--- src/rtl/core_bus_pkg.sv ---
// rtl/core_bus_pkg.sv - shared types and default regions for the core data-bus router
package core_bus_pkg;

    localparam int MEM_ADDR_W = 39;
    localparam int MEM_DATA_W = 64;
    localparam int MEM_STRB_W = 8;
    localparam int PRV_W      = 2;

    localparam logic [MEM_ADDR_W-1:0] DEF_MMIO_BASE = 39'd0;
    localparam logic [MEM_ADDR_W-1:0] DEF_MMIO_SIZE = 39'd256;
    localparam logic [MEM_ADDR_W-1:0] DEF_MEM_BASE  = 39'h1000;
    localparam logic [MEM_ADDR_W-1:0] DEF_MEM_SIZE  = 39'h10000;

    typedef enum logic [1:0] {
        TGT_MEM  = 2'd0,
        TGT_MMIO = 2'd1,
        TGT_ERR  = 2'd2
    } tgt_e;

    // Single unsigned compare at 40 bits: an address below base wraps to a huge offset.
    function automatic logic in_region(input logic [MEM_ADDR_W-1:0] addr,
                                       input logic [MEM_ADDR_W-1:0] base,
                                       input logic [MEM_ADDR_W-1:0] size);
        logic [MEM_ADDR_W:0] off;
        off = {1'b0, addr} - {1'b0, base};
        return off < {1'b0, size};
    endfunction

endpackage

--- src/rtl/core_tag_fifo.sv ---
// rtl/core_tag_fifo.sv - synchronous tag FIFO with occupancy count and same-cycle push/pop
module core_tag_fifo #(
    parameter int DEPTH = 4,
    parameter int WIDTH = 2
) (
    input  logic                     g_clk,
    input  logic                     g_resetn,
    input  logic                     push_i,
    input  logic [WIDTH-1:0]         push_data_i,
    input  logic                     pop_i,
    output logic [WIDTH-1:0]         head_o,
    output logic                     empty_o,
    output logic                     full_o,
    output logic [$clog2(DEPTH):0]   count_o
);
    localparam int PW = $clog2(DEPTH);
    localparam int CW = PW + 1;

    logic [WIDTH-1:0] mem_q [DEPTH];
    logic [PW-1:0]    wr_ptr_q, rd_ptr_q;
    logic [CW-1:0]    count_q;
    logic             do_push, do_pop;

    assign empty_o = (count_q == '0);
    assign full_o  = (count_q == CW'(DEPTH));
    assign count_o = count_q;
    assign head_o  = mem_q[rd_ptr_q];
    assign do_pop  = pop_i && !empty_o;
    assign do_push = push_i && (!full_o || do_pop);

    always_ff @(posedge g_clk) begin
        if (!g_resetn) begin
            wr_ptr_q <= '0;
            rd_ptr_q <= '0;
            count_q  <= '0;
        end else begin
            if (do_push) wr_ptr_q <= wr_ptr_q + 1'b1;
            if (do_pop)  rd_ptr_q <= rd_ptr_q + 1'b1;
            count_q <= count_q + CW'(do_push) - CW'(do_pop);
        end
    end

    always_ff @(posedge g_clk) begin
        if (do_push) mem_q[wr_ptr_q] <= push_data_i;
    end

endmodule

--- src/rtl/core_dbus_router.sv ---
// rtl/core_dbus_router.sv - routes core data-bus requests to memory or counter MMIO, in-order responses
module core_dbus_router
    import core_bus_pkg::*;
#(
    parameter logic [MEM_ADDR_W-1:0] MMIO_BASE       = DEF_MMIO_BASE,
    parameter logic [MEM_ADDR_W-1:0] MMIO_SIZE       = DEF_MMIO_SIZE,
    parameter logic [MEM_ADDR_W-1:0] MEM_BASE        = DEF_MEM_BASE,
    parameter logic [MEM_ADDR_W-1:0] MEM_SIZE        = DEF_MEM_SIZE,
    parameter int                    MAX_OUTSTANDING = 4
) (
    input  logic                  g_clk,
    input  logic                  g_resetn,
    input  logic                  cpu_req_i,
    input  logic                  cpu_wen_i,
    input  logic [MEM_STRB_W-1:0] cpu_strb_i,
    input  logic [MEM_ADDR_W-1:0] cpu_addr_i,
    input  logic [MEM_DATA_W-1:0] cpu_wdata_i,
    input  logic [PRV_W-1:0]      cpu_prv_i,
    output logic                  cpu_gnt_o,
    output logic                  cpu_recv_o,
    output logic [MEM_DATA_W-1:0] cpu_rdata_o,
    output logic                  cpu_error_o,
    output logic                  mem_req_o,
    output logic                  mem_wen_o,
    output logic [MEM_STRB_W-1:0] mem_strb_o,
    output logic [MEM_ADDR_W-1:0] mem_addr_o,
    output logic [MEM_DATA_W-1:0] mem_wdata_o,
    output logic [PRV_W-1:0]      mem_prv_o,
    input  logic                  mem_gnt_i,
    input  logic                  mem_recv_i,
    input  logic [MEM_DATA_W-1:0] mem_rdata_i,
    input  logic                  mem_error_i,
    output logic                  mmio_req_o,
    output logic                  mmio_wen_o,
    output logic [MEM_ADDR_W-1:0] mmio_addr_o,
    output logic [MEM_DATA_W-1:0] mmio_wdata_o,
    output logic [PRV_W-1:0]      mmio_prv_o,
    input  logic                  mmio_gnt_i,
    input  logic [MEM_DATA_W-1:0] mmio_rdata_i,
    input  logic                  mmio_error_i
);
    localparam int CW = $clog2(MAX_OUTSTANDING) + 1;

    tgt_e          req_tgt, head_tgt;
    logic [1:0]    head_raw;
    logic          fifo_empty, fifo_full;
    logic [CW-1:0] fifo_count;
    logic          pop, push, mem_ok, solo_ok, ok;
    logic          drain_q, drain_d;

    always_comb begin
        req_tgt = TGT_ERR;
        if (in_region(cpu_addr_i, MMIO_BASE, MMIO_SIZE)) begin
            req_tgt = (cpu_wen_i && cpu_strb_i != '1) ? TGT_ERR : TGT_MMIO;
        end else if (in_region(cpu_addr_i, MEM_BASE, MEM_SIZE)) begin
            req_tgt = TGT_MEM;
        end
    end

    assign head_tgt = tgt_e'(head_raw);

    // MMIO/ERR entries always answer the cycle after accept, so they pop unconditionally.
    assign pop = g_resetn && !fifo_empty && ((head_tgt != TGT_MEM) || mem_recv_i);

    // A non-MEM tag is only ever pushed into an otherwise draining FIFO, so it is always the head.
    assign mem_ok  = (!fifo_full || pop) && (fifo_empty || head_tgt == TGT_MEM);
    assign solo_ok = fifo_empty || (fifo_count == CW'(1) && pop);
    assign ok      = g_resetn && ((req_tgt == TGT_MEM) ? mem_ok : solo_ok);

    assign mem_req_o  = cpu_req_i && (req_tgt == TGT_MEM)  && ok;
    assign mmio_req_o = cpu_req_i && (req_tgt == TGT_MMIO) && ok;
    assign cpu_gnt_o  = (mem_req_o && mem_gnt_i) || (mmio_req_o && mmio_gnt_i)
                      || (cpu_req_i && (req_tgt == TGT_ERR) && ok);
    assign push       = cpu_gnt_o;

    assign mem_wen_o    = cpu_wen_i;
    assign mem_strb_o   = cpu_strb_i;
    assign mem_addr_o   = cpu_addr_i;
    assign mem_wdata_o  = cpu_wdata_i;
    assign mem_prv_o    = cpu_prv_i;
    assign mmio_wen_o   = cpu_wen_i;
    assign mmio_addr_o  = cpu_addr_i;
    assign mmio_wdata_o = cpu_wdata_i;
    assign mmio_prv_o   = cpu_prv_i;

    assign cpu_recv_o = pop;

    always_comb begin
        cpu_rdata_o = '0;
        cpu_error_o = 1'b0;
        if (pop) begin
            case (head_tgt)
                TGT_MEM: begin
                    cpu_rdata_o = mem_rdata_i;
                    cpu_error_o = mem_error_i;
                end
                TGT_MMIO: begin
                    cpu_rdata_o = mmio_rdata_i;
                    cpu_error_o = mmio_error_i;
                end
                default: cpu_error_o = 1'b1;
            endcase
        end
    end

    core_tag_fifo #(
        .DEPTH (MAX_OUTSTANDING),
        .WIDTH (2)
    ) u_tag_fifo (
        .g_clk       (g_clk),
        .g_resetn    (g_resetn),
        .push_i      (push),
        .push_data_i (req_tgt),
        .pop_i       (pop),
        .head_o      (head_raw),
        .empty_o     (fifo_empty),
        .full_o      (fifo_full),
        .count_o     (fifo_count)
    );

    // Until the first post-reset accept, stray memory responses are leftovers from before reset.
    always_comb begin
        drain_d = drain_q;
        if (push) drain_d = 1'b0;
    end

    always_ff @(posedge g_clk) begin
        if (!g_resetn) drain_q <= 1'b1;
        else           drain_q <= drain_d;
    end

    assert property (@(posedge g_clk) disable iff (!g_resetn)
        (mem_recv_i && !drain_q) |-> (!fifo_empty && head_tgt == TGT_MEM));

endmodule

--- config.mk ---
export PLATFORM = sky130hd
export DESIGN_NAME = core_dbus_router
export DESIGN_NICKNAME = d
export VERILOG_FILES = /design/src/rtl/core_bus_pkg.sv /design/src/rtl/core_tag_fifo.sv /design/src/rtl/core_dbus_router.sv
export SDC_FILE = /design/constraint.sdc
export NUM_CORES = 1
export LEC_CHECK = 0
export ABC_AREA = 1
export ABC_CLOCK_PERIOD_IN_PS = 5000
export CORE_AREA = 2 2 211 213
export DETAILED_ROUTE_END_ITERATION = 12
export DIE_AREA = 0 0 213 215
export SLEW_MARGIN = 30
export SYNTH_ARGS = -nofsm -noshare
export SYNTH_HDL_FRONTEND = slang
export SYNTH_SLANG_ARGS = --single-unit
--- constraint.sdc ---
create_clock -name g_clk -period 5 [get_ports g_clk]
set_input_delay 0.75 -clock g_clk [delete_from_list [all_inputs] [get_ports g_clk]]
set_output_delay 0.75 -clock g_clk [all_outputs]
set_load 0.005 [all_outputs]
After elaboration in Yosys (flattened, before gate mapping) --
Memories as Yosys holds them, arrays and structs flattened. A register that Yosys moved wholly into a read port is not among the register bits. Index checks and enable logic that the tools add are counted. Widths: inputs -> output; s select.
Word-level totals: bits of input ports 250, flip-flop bits (word level) 7, logic and storage cells 58, memories 1, bits in writable memories 8
Operators by class: multiplexer cells 12, equal/unequal tests 6, magnitude comparators 2, add/subtract/negate cells 5, reduce and logical (&&, ||, !) cells 29
Memories:
- u_tag_fifo.mem_q | depth 4, bits a word 2, read ports 1, clocked after Yosys merged registers in 1, wr ports 1, line core_tag_fifo.sv:19 | logic [WIDTH-1:0] mem_q [DEPTH];
Operators with widths (count):
- $pmux 64 s2 | 1
- $mux 64 | 1
- $lt 40x17->1 const B | 1
- $sub 39x13->40 const B | 1
- $lt 39x9->1 const B | 1
- $logic_and 1x1->1 | 16
- $mux 2 | 5
- $ne 8x8->1 const B | 1
- $logic_or 1x1->1 | 7
- $add 2x1->2 const B | 2
- $eq 2x1->1 const B | 2
- $logic_not 2->1 | 2
- $mux 1 | 4
- $add 3x1->3 | 1
- $eq 3x1->1 const B | 1
- $eq 3x3->1 const B | 1
- $logic_not 3->1 | 1
- $sub 3x1->3 | 1
- $eq 2x2->1 const B | 1
- $logic_not 1->1 | 2
- $pmux 1 s2 | 1
- $reduce_bool 2->1 | 1

Logic depth before layout (Yosys ltp) --
depth after elaboration 15, gate-level depth with buffers 19, depth with buffers taken out 19

Modules after synthesis --
A second synthesis with hierarchy kept.
Second synthesis, totals: cells, all modules 765, area, all modules 4393.0 um^2
Modules (own cells, without submodules):
- core_dbus_router | times used 1, area an instance 3583.4 um^2, sequential area each 0.0 um^2, cells each 676
- core_tag_fifo | times used 1, area an instance 809.5 um^2, sequential area each 420.4 um^2, cells each 89

Worst setup path before layout --
No wires, ideal clock.
path kind input port to flip-flop, start in cpu_addr_i[13], end reg u_tag_fifo.count_q[2], in the netlist u_tag_fifo.count_o[2], path buffers 0, data arrival time 2792 ps, slack 2130 ps, cell stages on the path 18, path through nor2_4 -> nand2_4 -> nor2_4 -> nand2_4 -> nand2_2 -> nand3_2 -> nor2_2 -> nand2_2 -> nor2_4 -> nand3_2 -> nand2_2 -> nand3_4 -> nor2_4 -> ha_1 -> inv_1 -> fa_1 -> and3_1 -> nor3_1
On the way: word-level cells in the longest chain between the ends 14
RTL lines:
- from (decl) | line core_dbus_router.sv:16 | input logic [MEM_ADDR_W-1:0] cpu_addr_i,
- $sub 39x13->40 | line core_bus_pkg.sv:25 | off = {1'b0, addr} - {1'b0, base};
- $lt 40x17->1 | line core_bus_pkg.sv:26 | return off < {1'b0, size};
- $mux 2 | line core_dbus_router.sv:55 | end else if (in_region(cpu_addr_i, MEM_BASE, MEM_SIZE)) begin
- $mux 2 (*) | line core_dbus_router.sv:53 | if (in_region(cpu_addr_i, MMIO_BASE, MMIO_SIZE)) begin
- $logic_not 2->1 | line core_dbus_router.sv:68, core_dbus_router.sv:70
- $mux 1 | line core_dbus_router.sv:68 | assign ok = g_resetn && ((req_tgt == TGT_MEM) ? mem_ok : solo_ok);
- $logic_and 1x1->1 | line core_dbus_router.sv:68
- $logic_and 1x1->1, on equally long branches | line core_dbus_router.sv:70, core_dbus_router.sv:71
- $logic_and 1x1->1 | line core_dbus_router.sv:72 | assign cpu_gnt_o = (mem_req_o && mem_gnt_i) || (mmio_req_o && mmio_gnt_i)
- $logic_or 1x1->1 | line core_dbus_router.sv:72
- $logic_or 1x1->1 (*) | line core_dbus_router.sv:73 | || (cpu_req_i && (req_tgt == TGT_ERR) && ok);
- $logic_and 1x1->1 (*) | line core_tag_fifo.sv:29 | assign do_push = push_i && (!full_o || do_pop);
- via u_tag_fifo.do_push | line core_tag_fifo.sv:22 | logic do_push, do_pop;
- $add 3x1->3 (*) | line core_tag_fifo.sv:39 | count_q <= count_q + CW'(do_push) - CW'(do_pop);
- $sub 3x1->3 (*) | line core_tag_fifo.sv:39
- to (signal assigned) | line core_tag_fifo.sv:39
- to (decl) | line core_tag_fifo.sv:21 | logic [CW-1:0] count_q;
The timed path passes the listed nets; every way through them passes the cells marked *. A chain may end at the register's enable or synchronous reset.

Final worst setup path --
start in cpu_addr_i[29], end out cpu_gnt_o
RTL lines:
- $lt 39x9->1 (*) | line core_bus_pkg.sv:26
- $mux 2 (*) | line core_dbus_router.sv:53
- via req_tgt[0] | line core_dbus_router.sv:44 | tgt_e req_tgt, head_tgt;
- $logic_not 2->1 | line core_dbus_router.sv:68, core_dbus_router.sv:70
- $mux 1 | line core_dbus_router.sv:68
- $logic_and 1x1->1 | line core_dbus_router.sv:68
- $logic_and 1x1->1, on equally long branches | line core_dbus_router.sv:70, core_dbus_router.sv:71
- $logic_and 1x1->1 | line core_dbus_router.sv:72
- $logic_or 1x1->1 | line core_dbus_router.sv:72
- $logic_or 1x1->1 (*) | line core_dbus_router.sv:73
- to (decl) | line core_dbus_router.sv:19 | output logic cpu_gnt_o,
Marks and branches as above.

==> impl_results.md <==
- Sequential share of the synthesized area: 9.76%
- Worst hold path class: reg -> reg
- Clock sinks: 17
- DRC Markers: 0
- Crit end category: primary output
- Post-route ant nets: 0
- Starting density of the core: 9.87%
- Clk slew on worst S/H paths: about 0.05 ns
- Synth area leaders: buf_4 38%, nand2_1 18%, a21oi_1 8.0%
- Layout cells sized above 1: 6.88%
- Non-Filler Instances: ~1,400
- Core footprint: 43,600 um^2
- Switching share of power: 42.9%
- Slew @ Worst Pin: 0.645 ns
- Power density over the cells: 178 nW/um^2
- Setup crit end: cpu_gnt_o
- Setup WS pre-CTS: 0.596 ns
- Post-Syn Area: around 4300 um^2
- Routability cong.: 0.900
- Setup violations, final: 0
- Area leader, netlist: buf_4
- Synthesized netlist cell count: 713
- Fin. max-slew vios: 0
- Vias: 4,537
- Die area: 45,800 um^2
- Final min period: 4.40 ns
- Placed cell count: 1,387
- Global-route wire length before repair: 25.3 mm
- Cell with the most instances after synthesis: buf_4
- Root Driver: clkbuf_16
- # Post-CTS Setup Buffers: 0
- Slowest stage cell, crit path: clkdlybuf4s50_1
- Synth cell types: 35
- Std cell rows: between 70 and 80
- PostCTS Resize Cnt: 0
- Vias in the first global route: 4,369
- Vias per inst: 3.26
- WL/cell: 13.4 um
- Largest net degree at the start of global routing: 67
- WS Path Type: in -> out
- Mean Syn Cell Area: between 6 and 7 um^2
- NetSw: 0.508 mW
- Total GRT Usage: 7.23%
- WP data required: around 4.3 ns
- Main synth FF type: dfxtp_1
- Crit-path most repeated cell: nor2_1
- Initial DRT Pass Iterations: 4
- Combinational Power Share: 70.2%
- Reg power frac: 15.9%
- H-tree levels: 1
- Outcome: finished, final reports clean
- Clock buffer depth: 2
- R2r worst-path depth: 17
- Number of hold buffers added after cts: 0
- PortBufs: 316
- Antenna diodes: 0
- Syn. warnings: 0
- Final nets: 1,058
- Overall power: 1.18 mW
- Initial DRC count: around 190
- Number of synthesized register bits: 17
- Area Growth Syn to Fin: 54.3%
- Async set or reset register ratio after synthesis: 0%
- R2r endpoint: u_tag_fifo.count_o[1]
- Commonest cells in the netlist: 220 x buf_4, 206 x nand2_1, 69 x a21oi_1, 52 x nor2_1, 36 x inv_1
- I/O Pins: between 500 and 600
- Die H: 215 um
- CTS tree: done
- Final WS setup: around 0.6 ns
- Synth top area share: 38.3%
- Maximum VDD drop: 131 uV
- Worst path max stage delay: 0.61 ns
- Internal: 0.676 mW
- Cell Chain, Critical Path: clkdlybuf4s50_1, nor2_1, nand2_1, nor3_1, inv_1, nor2_1, inv_1, nor2_1, inv_2, or2_4, nand2_4, nor2_1, clkdlybuf4s50_1
- RSZ-0062 raised after global routing: no
- Post-DP HPWL: between 15 and 20 mm
- Slew margin rel.: between 50% and 60%
- Drt total wl: 18.7 mm
- Final worst path period share: 88.0%
- Fmax: 227 MHz
- Post-synth EDFFs: 8
- Reg2reg setup slack: between 1.5 and 2 ns
- Initial antenna violation count: 1
- Syn_nets: 970
- Later-pin clock latency in the skew report: around 0.25 ns
- Max-cap viol count: 0
- Crit path from: cpu_addr_i[29]
- Layout fillers: 5,002
- Pleak: between 2 and 2.5 nW
- Final Hold Viols: 0
- Congestion Overflow GR: 0
- Clock skew: roughly 0.00097 ns
- Data arrival time of the critical path: 3.65 ns
- CP startpoint kind: input pin
- Setup_tns: 0 ns
- CP max FO: 7
- Cts bufs inserted: 3
- Clock power share: 13.9%
- Die width: around 210 um
-- routing by layer --
| layer | vias to the layer above | share of wire, % | global-route usage (%) |
|---|---|---|---|
| met5 | - | 0.048 | 0.216 |
| met4 | 2 | 1.5 | 1.40 |
| met3 | 31 | 15 | 3.55 |
| met2 | 336 | 45 | 12.2 |
| met1 | 1976 | 39 | 8.17 |
| li1 | 2192 | - | - |
-- layout by cell type (no fill, tap or decap), types with 7 or more instances in the layout --
| master | n |
|---|---|
| a21oi_1 | 69 |
| clkdlybuf4s50_1 | 316 |
| dfxtp_1 | 9 |
| edfxtp_1 | 8 |
| inv_1 | 35 |
| inv_2 | 7 |
| nand2_1 | 205 |
| nand3_1 | 18 |
| nand4_1 | 7 |
| nor2_1 | 52 |
| nor2_2 | 10 |
| nor2_4 | 8 |
-- cells by family (layout without fill, tap and decap cells) --
family / count (synthesis) / count (layout) / synth area share, %
simple gates: 329 / 329 / 34.9
flops: 17 / 17 / 9.76
xor+xnor: 1 / 1 / 0.203
buf+inv: 282 / 369 / 43.8
fa+ha+maj: 7 / 7 / 2.21
compound gates: 77 / 77 / 9.21
-- worst min path at each step --
stage,start,end,depth (start not counted)
detailed placement,u_tag_fifo.rd_ptr_q[1],u_tag_fifo.rd_ptr_q[1],2
CTS,u_tag_fifo.rd_ptr_q[1],u_tag_fifo.rd_ptr_q[1],2
global route,u_tag_fifo.rd_ptr_q[1],u_tag_fifo.rd_ptr_q[1],2
floorplan,u_tag_fifo.rd_ptr_q[1],flip-flop,2
global placement,u_tag_fifo.rd_ptr_q[0],u_tag_fifo.rd_ptr_q[0],1
finish,u_tag_fifo.rd_ptr_q[1],u_tag_fifo.rd_ptr_q[1],2
-- worst max-delay path, delay by kind of cell --
kind | cells | cell delay [ns]
buf+inv | 5 | 1.34
simple gates | 8 | 1.55
-- power by group through the flow --
stage	registers (mW)	clock network (mW)	logic [mW]
finish	0.189	0.165	0.830
global route	0.193	0.173	0.918
CTS	0.189	0.167	0.837
detailed placement	0.191	0	0.833
global placement	0.190	0	0.825
floorplan	0.186	0	0.502
-- through the flow --
step	area (um^2)	util (%)	hold WS (ns)
after floorplan	4310	-	0.436
after global placement	6540	15.0	0.453
after detailed placement	6540	15.0	0.474
after CTS	6620	15.2	0.487
after global routing	6640	15.2	0.516
final	6640	15.2	0.478
-- cell type report --
class | instances | area (um^2) | share of cell area (%)
well taps | 592 | 741 | 11.1
clock inverters | 1 | 5.00 | 0.0753
flip-flops and latches | 17 | 420 | 6.33
multi-input cells | 414 | 2000 | 30.2
repair buffers | 323 | 3240 | 48.8
clock buffers | 3 | 75.1 | 1.13
inverters | 42 | 158 | 2.37
No activity file was read; power rests on OpenSTA's default activity.
